[src/rtl/relay_stream_depacketizer.sv]
// Leaf receiver for the relay chain: parses a one-word header, forwards payload
// addressed to my_addr through a 2-entry output buffer and discards the rest.
module relay_stream_depacketizer #(
  parameter int PAYLOAD_BITS = 32,
  parameter int ADDR_BITS    = 8,
  parameter int LEN_BITS     = 16
) (
  input  logic                    clk,
  input  logic                    reset,
  input  logic                    val_in,
  input  logic [PAYLOAD_BITS-1:0] din,
  output logic                    ready_upward,
  output logic                    val_out,
  output logic [PAYLOAD_BITS-1:0] dout,
  output logic                    last_out,
  input  logic                    ready_downward,
  input  logic [ADDR_BITS-1:0]    my_addr,
  output logic                    pkt_done,
  output logic [15:0]             drop_cnt
);

  // Handshake: a word moves when its valid and the receiver's ready are both
  // high at the rising edge; valid never waits on ready.
  typedef enum logic [1:0] {
    S_HDR     = 2'b00,
    S_PAYLOAD = 2'b01,
    S_DROP    = 2'b10
  } state_t;

  state_t                  state_q, state_d;
  logic [LEN_BITS-1:0]     remain_q, remain_d;
  logic [1:0]              occ_q, occ_d;
  logic [PAYLOAD_BITS-1:0] main_q, main_d, aux_q, aux_d;
  logic                    main_last_q, main_last_d, aux_last_q, aux_last_d;
  logic                    pkt_done_q, pkt_done_d;
  logic [15:0]             drop_cnt_q, drop_cnt_d;

  logic                    accept, pop, push, push_last, drop_inc, hdr_match;
  logic [ADDR_BITS-1:0]    hdr_addr;
  logic [LEN_BITS-1:0]     hdr_len;

  assign hdr_addr  = din[PAYLOAD_BITS-1 -: ADDR_BITS];
  assign hdr_len   = din[LEN_BITS-1:0];
  assign hdr_match = (hdr_addr == my_addr);
  assign accept    = val_in && ready_upward;
  assign pop       = val_out && ready_downward;

  // Ready is derived from registers only, so it never depends on ready_downward.
  always_comb begin
    ready_upward = 1'b0;
    case (state_q)
      S_HDR:     ready_upward = 1'b1;
      S_PAYLOAD: ready_upward = (occ_q != 2'd2);
      S_DROP:    ready_upward = 1'b1;
      default:   ready_upward = 1'b0;
    endcase
    if (reset) ready_upward = 1'b0;
  end

  always_comb begin
    state_d    = state_q;
    remain_d   = remain_q;
    push       = 1'b0;
    push_last  = 1'b0;
    pkt_done_d = 1'b0;
    drop_inc   = 1'b0;
    case (state_q)
      S_HDR: begin
        if (accept) begin
          // A zero-length packet for another node still counts as dropped.
          if (hdr_len == '0) begin
            if (hdr_match) pkt_done_d = 1'b1;
            else           drop_inc   = 1'b1;
          end else if (hdr_match) begin
            state_d  = S_PAYLOAD;
            remain_d = hdr_len;
          end else begin
            state_d  = S_DROP;
            remain_d = hdr_len;
            drop_inc = 1'b1;
          end
        end
      end
      S_PAYLOAD: begin
        if (accept) begin
          push      = 1'b1;
          push_last = (remain_q == LEN_BITS'(1));
          remain_d  = remain_q - LEN_BITS'(1);
          if (remain_q == LEN_BITS'(1)) begin
            state_d    = S_HDR;
            pkt_done_d = 1'b1;
          end
        end
      end
      S_DROP: begin
        if (accept) begin
          remain_d = remain_q - LEN_BITS'(1);
          if (remain_q == LEN_BITS'(1)) state_d = S_HDR;
        end
      end
      default: state_d = S_HDR;
    endcase
  end

  assign drop_cnt_d = (drop_inc && (drop_cnt_q != 16'hFFFF)) ? drop_cnt_q + 16'd1 : drop_cnt_q;

  // Output buffer: main feeds dout; aux only fills when main is held by backpressure.
  always_comb begin
    occ_d       = occ_q;
    main_d      = main_q;
    main_last_d = main_last_q;
    aux_d       = aux_q;
    aux_last_d  = aux_last_q;
    case ({push, pop})
      2'b10: begin
        if (occ_q == 2'd0) begin
          main_d      = din;
          main_last_d = push_last;
        end else begin
          aux_d      = din;
          aux_last_d = push_last;
        end
        occ_d = occ_q + 2'd1;
      end
      2'b01: begin
        main_d      = aux_q;
        main_last_d = aux_last_q;
        occ_d       = occ_q - 2'd1;
      end
      2'b11: begin
        main_d      = din;
        main_last_d = push_last;
      end
      default: ;
    endcase
  end

  always_ff @(posedge clk) begin
    if (reset) begin
      state_q     <= S_HDR;
      remain_q    <= '0;
      occ_q       <= 2'd0;
      main_q      <= '0;
      main_last_q <= 1'b0;
      aux_q       <= '0;
      aux_last_q  <= 1'b0;
      pkt_done_q  <= 1'b0;
      drop_cnt_q  <= 16'd0;
    end else begin
      state_q     <= state_d;
      remain_q    <= remain_d;
      occ_q       <= occ_d;
      main_q      <= main_d;
      main_last_q <= main_last_d;
      aux_q       <= aux_d;
      aux_last_q  <= aux_last_d;
      pkt_done_q  <= pkt_done_d;
      drop_cnt_q  <= drop_cnt_d;
    end
  end

  assign val_out  = (occ_q != 2'd0);
  assign dout     = main_q;
  assign last_out = main_last_q;
  assign pkt_done = pkt_done_q;
  assign drop_cnt = drop_cnt_q;

endmodule
[config.mk]
export PLATFORM = sky130hd
export DESIGN_NAME = relay_stream_depacketizer
export DESIGN_NICKNAME = d
export VERILOG_FILES = /design/src/rtl/relay_stream_depacketizer.sv
export SDC_FILE = /design/constraint.sdc
export NUM_CORES = 1
export LEC_CHECK = 0
export ABC_AREA = 1
export BUFFER_PORTS_ARGS = -buffer_cell sky130_fd_sc_hd__buf_4
export CORE_ASPECT_RATIO = 0.7
export CORE_MARGIN = 10
export CORE_UTILIZATION = 36
export DETAILED_ROUTE_END_ITERATION = 10
export GPL_ROUTABILITY_DRIVEN = 0
export PLACE_DENSITY = 0.63
export REMOVE_ABC_BUFFERS = 1
export SLEW_MARGIN = 20
export SYNTH_ARGS = -nofsm -noshare
export SYNTH_HDL_FRONTEND = slang
export SYNTH_SLANG_ARGS = --single-unit
[constraint.sdc]
create_clock -name clk -period 3.46 [get_ports clk]
set_clock_uncertainty 0.15 [all_clocks]
set_input_delay 0.346 -clock clk [delete_from_list [all_inputs] [get_ports clk]]
set_output_delay 0.346 -clock clk [all_outputs]
set_load 0.01 [all_outputs]
==> summary.md, run 1 <==
| Metric | Value |
|---|---|
| Status | completed |
| Max-capacitance violation count | 0 |
| Die height | 123 µm |
| RSZ-0062 raised after global routing | false |
| Sequential share of power | 0.371 |
| Post-synth EDFFs | 0 |
| Via Count | 5,492 |
| ANT nets after route | 0 |
| Sw frac | 0.388 |
| Vias in the first global route | 4,812 |
| Clk buf depth | 2 |
| Yosys top cell by area | dfxtp_1 |
| Clock Root Buffer | clkbuf_16 |
| Hold crit path type | in -> reg |
| Crit path depth | 13 |
| WL per Instance | 13.6 µm |
| Critical Path AT | 2.66 ns |
| CORE AREA | 14,900 µm² |
| Clock sinks | 103 |
| Worst-Margin Slew | 1.01 ns |
| FILL cells | 1,525 |
| Critical path endpoint | dout[7] |
| Post-Syn Area | 5510 µm² |
| Highest-count cells in the layout ignoring fill and taps | 226 x nand2_1, 180 x nor2_1, 106 x buf_4, 103 x dfxtp_1, 74 x inv_1 |
| Vias per Instance | 4.80 |
| Reg-to-Reg Start | state_q[0] |
| Family with the most delay on the worst path | adder cells |
| Worst relative slew slack | 0.326 |
| Initial DRC Count | 501 |
| First-pass GRT wire length | 25,100 µm |
| Distinct cell type count after synthesis | 32 |
| Fin util | 0.447 |
| CP max FO | 16 |
| # nets final | 998 |
| Post-CTS Hold Buffers | 0 |
| Post-CTS Setup Bufs | 0 |
| Io pins | 96 |
| Syn-to-layout area delta | 20.8% |
| Fin crit period | 2.56 ns |
| P_sw | 1.51 mW |
| Post-synthesis sequential area ratio | 0.375 |
| CP Launch Type | flop |
| Placement Rows | 37 |
| Largest net degree at the start of global routing | 66 |
| Full die area | 20,700 µm² |
| Clock Latency Late Sink | 0.34 ns |
| Post-Syn Area per Cell | 6.36 µm² |
| Pwr/cell area | 584 nW/µm² |
| R2R cell count | 13 |
| Starting Density | 0.370 |
| Number of buffer and inverter stages on the critical path | 3 |
| Yosys top cell area share | 0.375 |
| Worst R2R End | dout[7] |
| # resized after CTS | 0 |
| Fin crit share | 0.741 |
| CTS tree | built |
| Worst setup path category | reg -> reg |
| Pre-antenna DRT Iters | 6 |
| Diodes inserted | 0 |
| Ys async rst share | 0 |
| Synth Warn # | 0 |
| Initial antenna violation count | 0 |
| Hold WS | 0.125 ns |
| Tot Pwr | 3.88 mW |
| Clock transition at the registers of the reported paths | 0.08 ns |
| Critical Path, Cell by Cell | inv_1 -> ha_1 -> nor2_1 -> nand2_1 -> nand3_4 -> nor2_4 -> inv_1 -> ha_1 -> buf_4 -> mux2i_1 -> nand2_1 -> nand2_1 -> nor2_1 |
| CP max stage delay | 0.45 ns |
| CP Data Required Time | 3.55 ns |
| CP startpoint | state_q[0] |
| Most frequent CP cell | nand2_1 |
| Total Routing Usage GR | 0.144 |
| Top_reg_cell synth | dfxtp_1 |
| Clk network pwr share | 0.263 |
| CP Capture Type | flop |
| Yosys reg bits | 103 |
| DRC Markers | 0 |
| Setup TNS Final | 0 ns |
| Internal | 2.38 mW |
| Share of layout cells above drive strength 1 | 0.143 |
| Slowest-stage cell, CP | ha_1 |
| Total CTS buffers | 9 |
| CTS H-Tree Depth | 3 |
| Reg2Reg Setup Slack | 0.90 ns |
| Static leakage | 3.07 nW |
| Max IR drop VDD | 0.282 mV |
| Highest clock rate | 0.390 GHz |
| Die Width | 168 µm |
| Dpl hpwl | 11,200 µm |
| Hold Fails Final Rpt | 0 |
| Slew Limit Fails | 0 |
| Synth top area cells | dfxtp_1 37%, nand2_1 15%, nor2_1 12% |
| Port bufs | 95 |
| # setup viols final | 0 |
| Commonest non-fill, non-tap cell in the layout | nand2_1 |
| Syn Inst Count | 866 |
| Grt total ovfl | 0 |
| WL final | 15,600 µm |
| Combinational share of power | 0.366 |
## Yosys cell counts, types with 5 or more instances
master,number
inv_1,75
mux2i_1,5
o21ai_0,69
nand3b_1,6
nand2_1,226
clkbuf_1,26
ha_1,10
xor2_1,5
a21oi_1,47
nor2_1,180
buf_4,7
nand4_1,18
o21ai_1,26
dfxtp_1,103
nand3_1,33
## logic make-up (layout without fill, tap and decap cells)
group | after synthesis | after routing | synth area share
AOI/OAI and AO/OA | 147 | 147 | 0.136
xor gates and xnor gates | 8 | 8 | 0.0127
adders and majority gates | 10 | 10 | 0.0227
buffers and inverters | 117 | 200 | 0.0889
DFF | 103 | 103 | 0.375
muxes | 5 | 5 | 0.00909
and+or+nand+nor | 476 | 476 | 0.356
## tightest hold or removal path: cells and delay by family
kind	cells	cell delay, ns
AO/OA/AOI/OAI	1	0.07
buffers and inverters	1	0.08
AND/OR/NAND/NOR	1	0.08
## routing by layer
layer | track usage | wire, µm
met3 | 0.0361 | 843
met2 | 0.209 | 6490
met4 | 0.0249 | 109
met5 | 0 | 0
met1 | 0.212 | 8160
## per-stage QoR
step	area [µm²]	std cells	setup slack (ns)
6_report	6650	1144	0.895
5_1_grt	6650	1144	0.617
4_1_cts	6650	1144	0.885
3_5_place_dp	6350	1128	0.914
3_3_place_gp	6350	1128	0.970
2_1_floorplan	5310	827	0.628
## registers in the layout (all words and copies together), names as in the netlist
name and count:
aux_q 32, last_out 1, drop_cnt 16, pkt_done 1
aux_last_q 1, remain_q 16, occ_q 2, state_q 2
dout 32
## power groups by stage
| stage | Sequential (mW) | Clock (mW) | Combinational [mW] |
|---|---|---|---|
| detailed placement | 1.46 | 0 | 1.41 |
| finish | 1.44 | 1.02 | 1.42 |
| CTS | 1.44 | 1.05 | 1.41 |
| global placement | 1.47 | 0 | 1.40 |
| floorplan | 1.47 | 0 | 0.908 |
| global route | 1.46 | 1.09 | 1.63 |
## cell type report
type                    count  area (µm²)  share of cell area
flip-flops and latches    103        2060               0.310
clock buffers              11         253              0.0380
clock inverters             5        46.3             0.00696
repair buffers            106         796               0.120
multi-input cells         646        2950               0.444
well taps                 195         244              0.0367
inverters                  78         293              0.0440
## worst min-delay path by stage
| stage | endpoint | from | slack (ns) | cells after the start |
|---|---|---|---|---|
| CTS | aux_q[17] | din[17] | 0.11 | 3 |
| finish | aux_q[23] | din[23] | 0.12 | 3 |
| detailed placement | aux_q[1] | aux_q[1] | 0.32 | 2 |
| floorplan | drop_cnt[0] | reset | 0.27 | 1 |
| global route | aux_q[18] | din[18] | 0.11 | 3 |
| global placement | aux_q[18] | aux_q[18] | 0.31 | 2 |
No activity file was read; power rests on OpenSTA's default activity.
==> inputs of run 2 (changes only) <==
Clock period 3.46 ns to 2.7 ns, I/O delays scaled along.
==> run 2 against run 1 <==
Against the previous run:
- non-clock buffer count grew 6
- critical path depth is the same
- critical path type unchanged
- via count about the same
- sequential power rose by 28%
- combinational power grew 30%
- flip-flop and latch count did not move
- first-iteration DRC count fell by 29%
- sequential share of layout area down 0.28 points
==> summary.md, run 2 (same netlist as run 1, synthesis figures left out) <==
| Metric | Value |
|---|---|
| Total CTS buffers | 9 (unchanged) |
| Clk buf depth | 2 (unchanged) |
| Die height | 123 µm (unchanged) |
| Slowest-stage cell, CP | dfxtp_1 (was ha_1) |
| Max-capacitance violation count | 0 (unchanged) |
| Total placed instance area | 6410 µm² (was 6350 µm²) |
| Post-placement cell count | 1,134 (was 1,128) |
| Placement Setup Slack | 0.393 ns (was 0.914 ns) |
| # nets final | 1,004 (was 998) |
| DRC Markers | 0 (unchanged) |
| Vias in the first global route | 4,991 (was 4,812) |
| Die Width | 168 µm (unchanged) |
| CORE AREA | 14,900 µm² (unchanged) |
| ANT nets after route | 0 (unchanged) |
| Hold crit path type | in -> reg (unchanged) |
| Post-CTS Hold Buffers | 0 (unchanged) |
| Vias per Instance | 4.78 (was 4.80) |
| Setup TNS Final | 0 ns (unchanged) |
| CP max stage delay | 0.36 ns (was 0.45 ns) |
| Crit path depth | 13 (unchanged) |
| P_sw | 1.95 mW (was 1.51 mW) |
| Io pins | 96 (unchanged) |
| Post-CTS Setup Bufs | 0 (unchanged) |
| Clock sinks | 103 (unchanged) |
| Post-route setup slack | 0.372 ns (was 0.895 ns) |
| Status | completed (unchanged) |
| Critical Path AT | 2.47 ns (was 2.66 ns) |
| Finished Layout Cells | 1,150 (was 1,144) |
| CP Data Required Time | 2.84 ns (was 3.55 ns) |
| Via Count | 5,494 (was 5,492) |
| WL final | 15,600 µm (about the same) |
| Clock Latency Late Sink | 0.35 ns (was 0.34 ns) |
| # setup viols final | 0 (unchanged) |
| CTS tree | built (unchanged) |
| RSZ-0062 raised after global routing | false (unchanged) |
| Number of buffer and inverter stages on the critical path | 3 (unchanged) |
| First-pass GRT wire length | 25,800 µm (was 25,100 µm) |
| Critical Path, Cell by Cell | inv_1 -> ha_1 -> nor2_1 -> nand2_1 -> nand3_4 -> nor2_4 -> inv_1 -> ha_1 -> buf_4 -> nand2_1 -> o21ai_0 -> nor2_1 -> nor2_1 (was inv_1 -> ha_1 -> nor2_1 -> nand2_1 -> nand3_4 -> nor2_4 -> inv_1 -> ha_1 -> buf_4 -> mux2i_1 -> nand2_1 -> nand2_1 -> nor2_1) |
| Worst-Margin Slew | 0.572 ns (was 1.01 ns) |
| Commonest non-fill, non-tap cell in the layout | nand2_1 (unchanged) |
| FILL cells | 1,532 (was 1,525) |
| Highest-count cells in the layout ignoring fill and taps | 226 x nand2_1, 180 x nor2_1, 111 x buf_4, 103 x dfxtp_1, 74 x inv_1 (was 226 x nand2_1, 180 x nor2_1, 106 x buf_4, 103 x dfxtp_1, 74 x inv_1) |
| Clk network pwr share | 0.261 (was 0.263) |
| Port bufs | 95 (unchanged) |
| Most frequent CP cell | nor2_1 (was nand2_1) |
| Diodes inserted | 0 (unchanged) |
| Critical path endpoint | dout[24] (was dout[7]) |
| Fin crit share | 0.862 (was 0.741) |
| Combinational share of power | 0.369 (was 0.366) |
| Initial DRC Count | 356 (was 501) |
| Reg-to-Reg Start | state_q[0] (unchanged) |
| CP max FO | 20 (was 16) |
| Initial antenna violation count | 0 (unchanged) |
| Pwr/cell area | 746 nW/µm² (was 584 nW/µm²) |
| CTS H-Tree Depth | 3 (unchanged) |
| Share of layout cells above drive strength 1 | 0.149 (was 0.143) |
| Family with the most delay on the worst path | simple AND/OR/NAND/NOR gates (was adder cells) |
| CP Launch Type | flop (unchanged) |
| Highest clock rate | 0.430 GHz (was 0.390 GHz) |
| CP startpoint | state_q[0] (unchanged) |
| R2R cell count | 13 (unchanged) |
| Largest net degree at the start of global routing | 44 (was 66) |
| Total Routing Usage GR | 0.149 (was 0.144) |
| Full die area | 20,700 µm² (unchanged) |
| Clock transition at the registers of the reported paths | 0.08 ns (about the same) |
| # resized after CTS | 0 (unchanged) |
| Final instance area | 6710 µm² (was 6650 µm²) |
| Slew Limit Fails | 0 (unchanged) |
| Static leakage | 3.10 nW (was 3.07 nW) |
| Pre-antenna DRT Iters | 5 (was 6) |
| Syn-to-layout area delta | 21.8% (was 20.8%) |
| Sequential share of power | 0.370 (was 0.371) |
| Internal | 3.06 mW (was 2.38 mW) |
| Reg2Reg Setup Slack | 0.37 ns (was 0.90 ns) |
| Grt total ovfl | 0 (unchanged) |
| Placement Rows | 37 (unchanged) |
| Hold_sp | din[19] (was din[23]) |
| Max IR drop VDD | 0.390 mV (was 0.282 mV) |
| CP Capture Type | flop (unchanged) |
| Starting Density | 0.370 (unchanged) |
| Worst R2R End | dout[24] (was dout[7]) |
| Tot Pwr | 5.00 mW (was 3.88 mW) |
| Dpl hpwl | 11,600 µm (was 11,200 µm) |
| Sw frac | 0.389 (was 0.388) |
| Hold Fails Final Rpt | 0 (unchanged) |
| Worst setup path category | reg -> reg (unchanged) |
| WL per Instance | 13.6 µm (about the same) |
| Clock Root Buffer | clkbuf_16 (unchanged) |
| Fin crit period | 2.33 ns (was 2.56 ns) |
| Worst relative slew slack | 0.618 (was 0.326) |
[run 2: changes by cell type in the layout (fill, tap and decap cells not counted), sizes merged]
cell,delta
buf,+6
clkbuf,-1
clkinv,+1
[run 2: power by group through the flow]
stage	clock network, mW	logic (mW)	registers [mW]
global route	1.40	2.12	1.88
global placement	0	1.82	1.88
floorplan	0	1.16	1.89
detailed placement	0	1.84	1.88
CTS	1.35	1.85	1.85
finish	1.31	1.85	1.85
[run 2: through the flow]
stage / utilization / hold WS (ns)
4_1_cts: 0.451 / 0.0191
3_3_place_gp: 0.431 / 0.313
6_report: 0.451 / 0.0275
5_1_grt: 0.451 / 0.0485
3_5_place_dp: 0.431 / 0.323
2_1_floorplan: - / 0.189
[run 2: how the worst min path moves through the flow]
stage	endpoint	slack (ns)	depth (start not counted)
after floorplan	drop_cnt[0]	0.19	1
after global placement	dout[20]	0.31	2
after detailed placement	aux_q[16]	0.32	2
after CTS	aux_q[19]	0.02	3
after global routing	aux_q[17]	0.05	3
final	aux_q[19]	0.03	3
[run 2: layout make-up]
class / count / area, µm² / share of cell area
Multi-Input combinational cell: 646 / 2950 / 0.440
Sequential cell: 103 / 2060 / 0.307
Timing Repair Buffer: 112 / 853 / 0.127
Inverter: 78 / 293 / 0.0436
Tap cell: 195 / 244 / 0.0364
Clock buffer: 10 / 239 / 0.0356
Clock inverter: 6 / 62.6 / 0.00933
[run 2: worst register-to-register path, cell delays in order (launching register included)]
cell,delay (ns)
dfxtp_1,0.36
inv_1,0.08
ha_1,0.21
nor2_1,0.13
nand2_1,0.12
nand3_4,0.13
nor2_4,0.05
inv_1,0.07
ha_1,0.32
buf_4,0.30
nand2_1,0.08
o21ai_0,0.07
nor2_1,0.06
nor2_1,0.13
[run 2: layer usage]
layer | track usage | up-vias | wire [µm]
met1 | 0.215 | 2422 | 8110
met4 | 0.0342 | 0 | 157
met5 | 0 | - | 0
li1 | - | 2917 | -
met3 | 0.0358 | 12 | 958
met2 | 0.218 | 143 | 6410
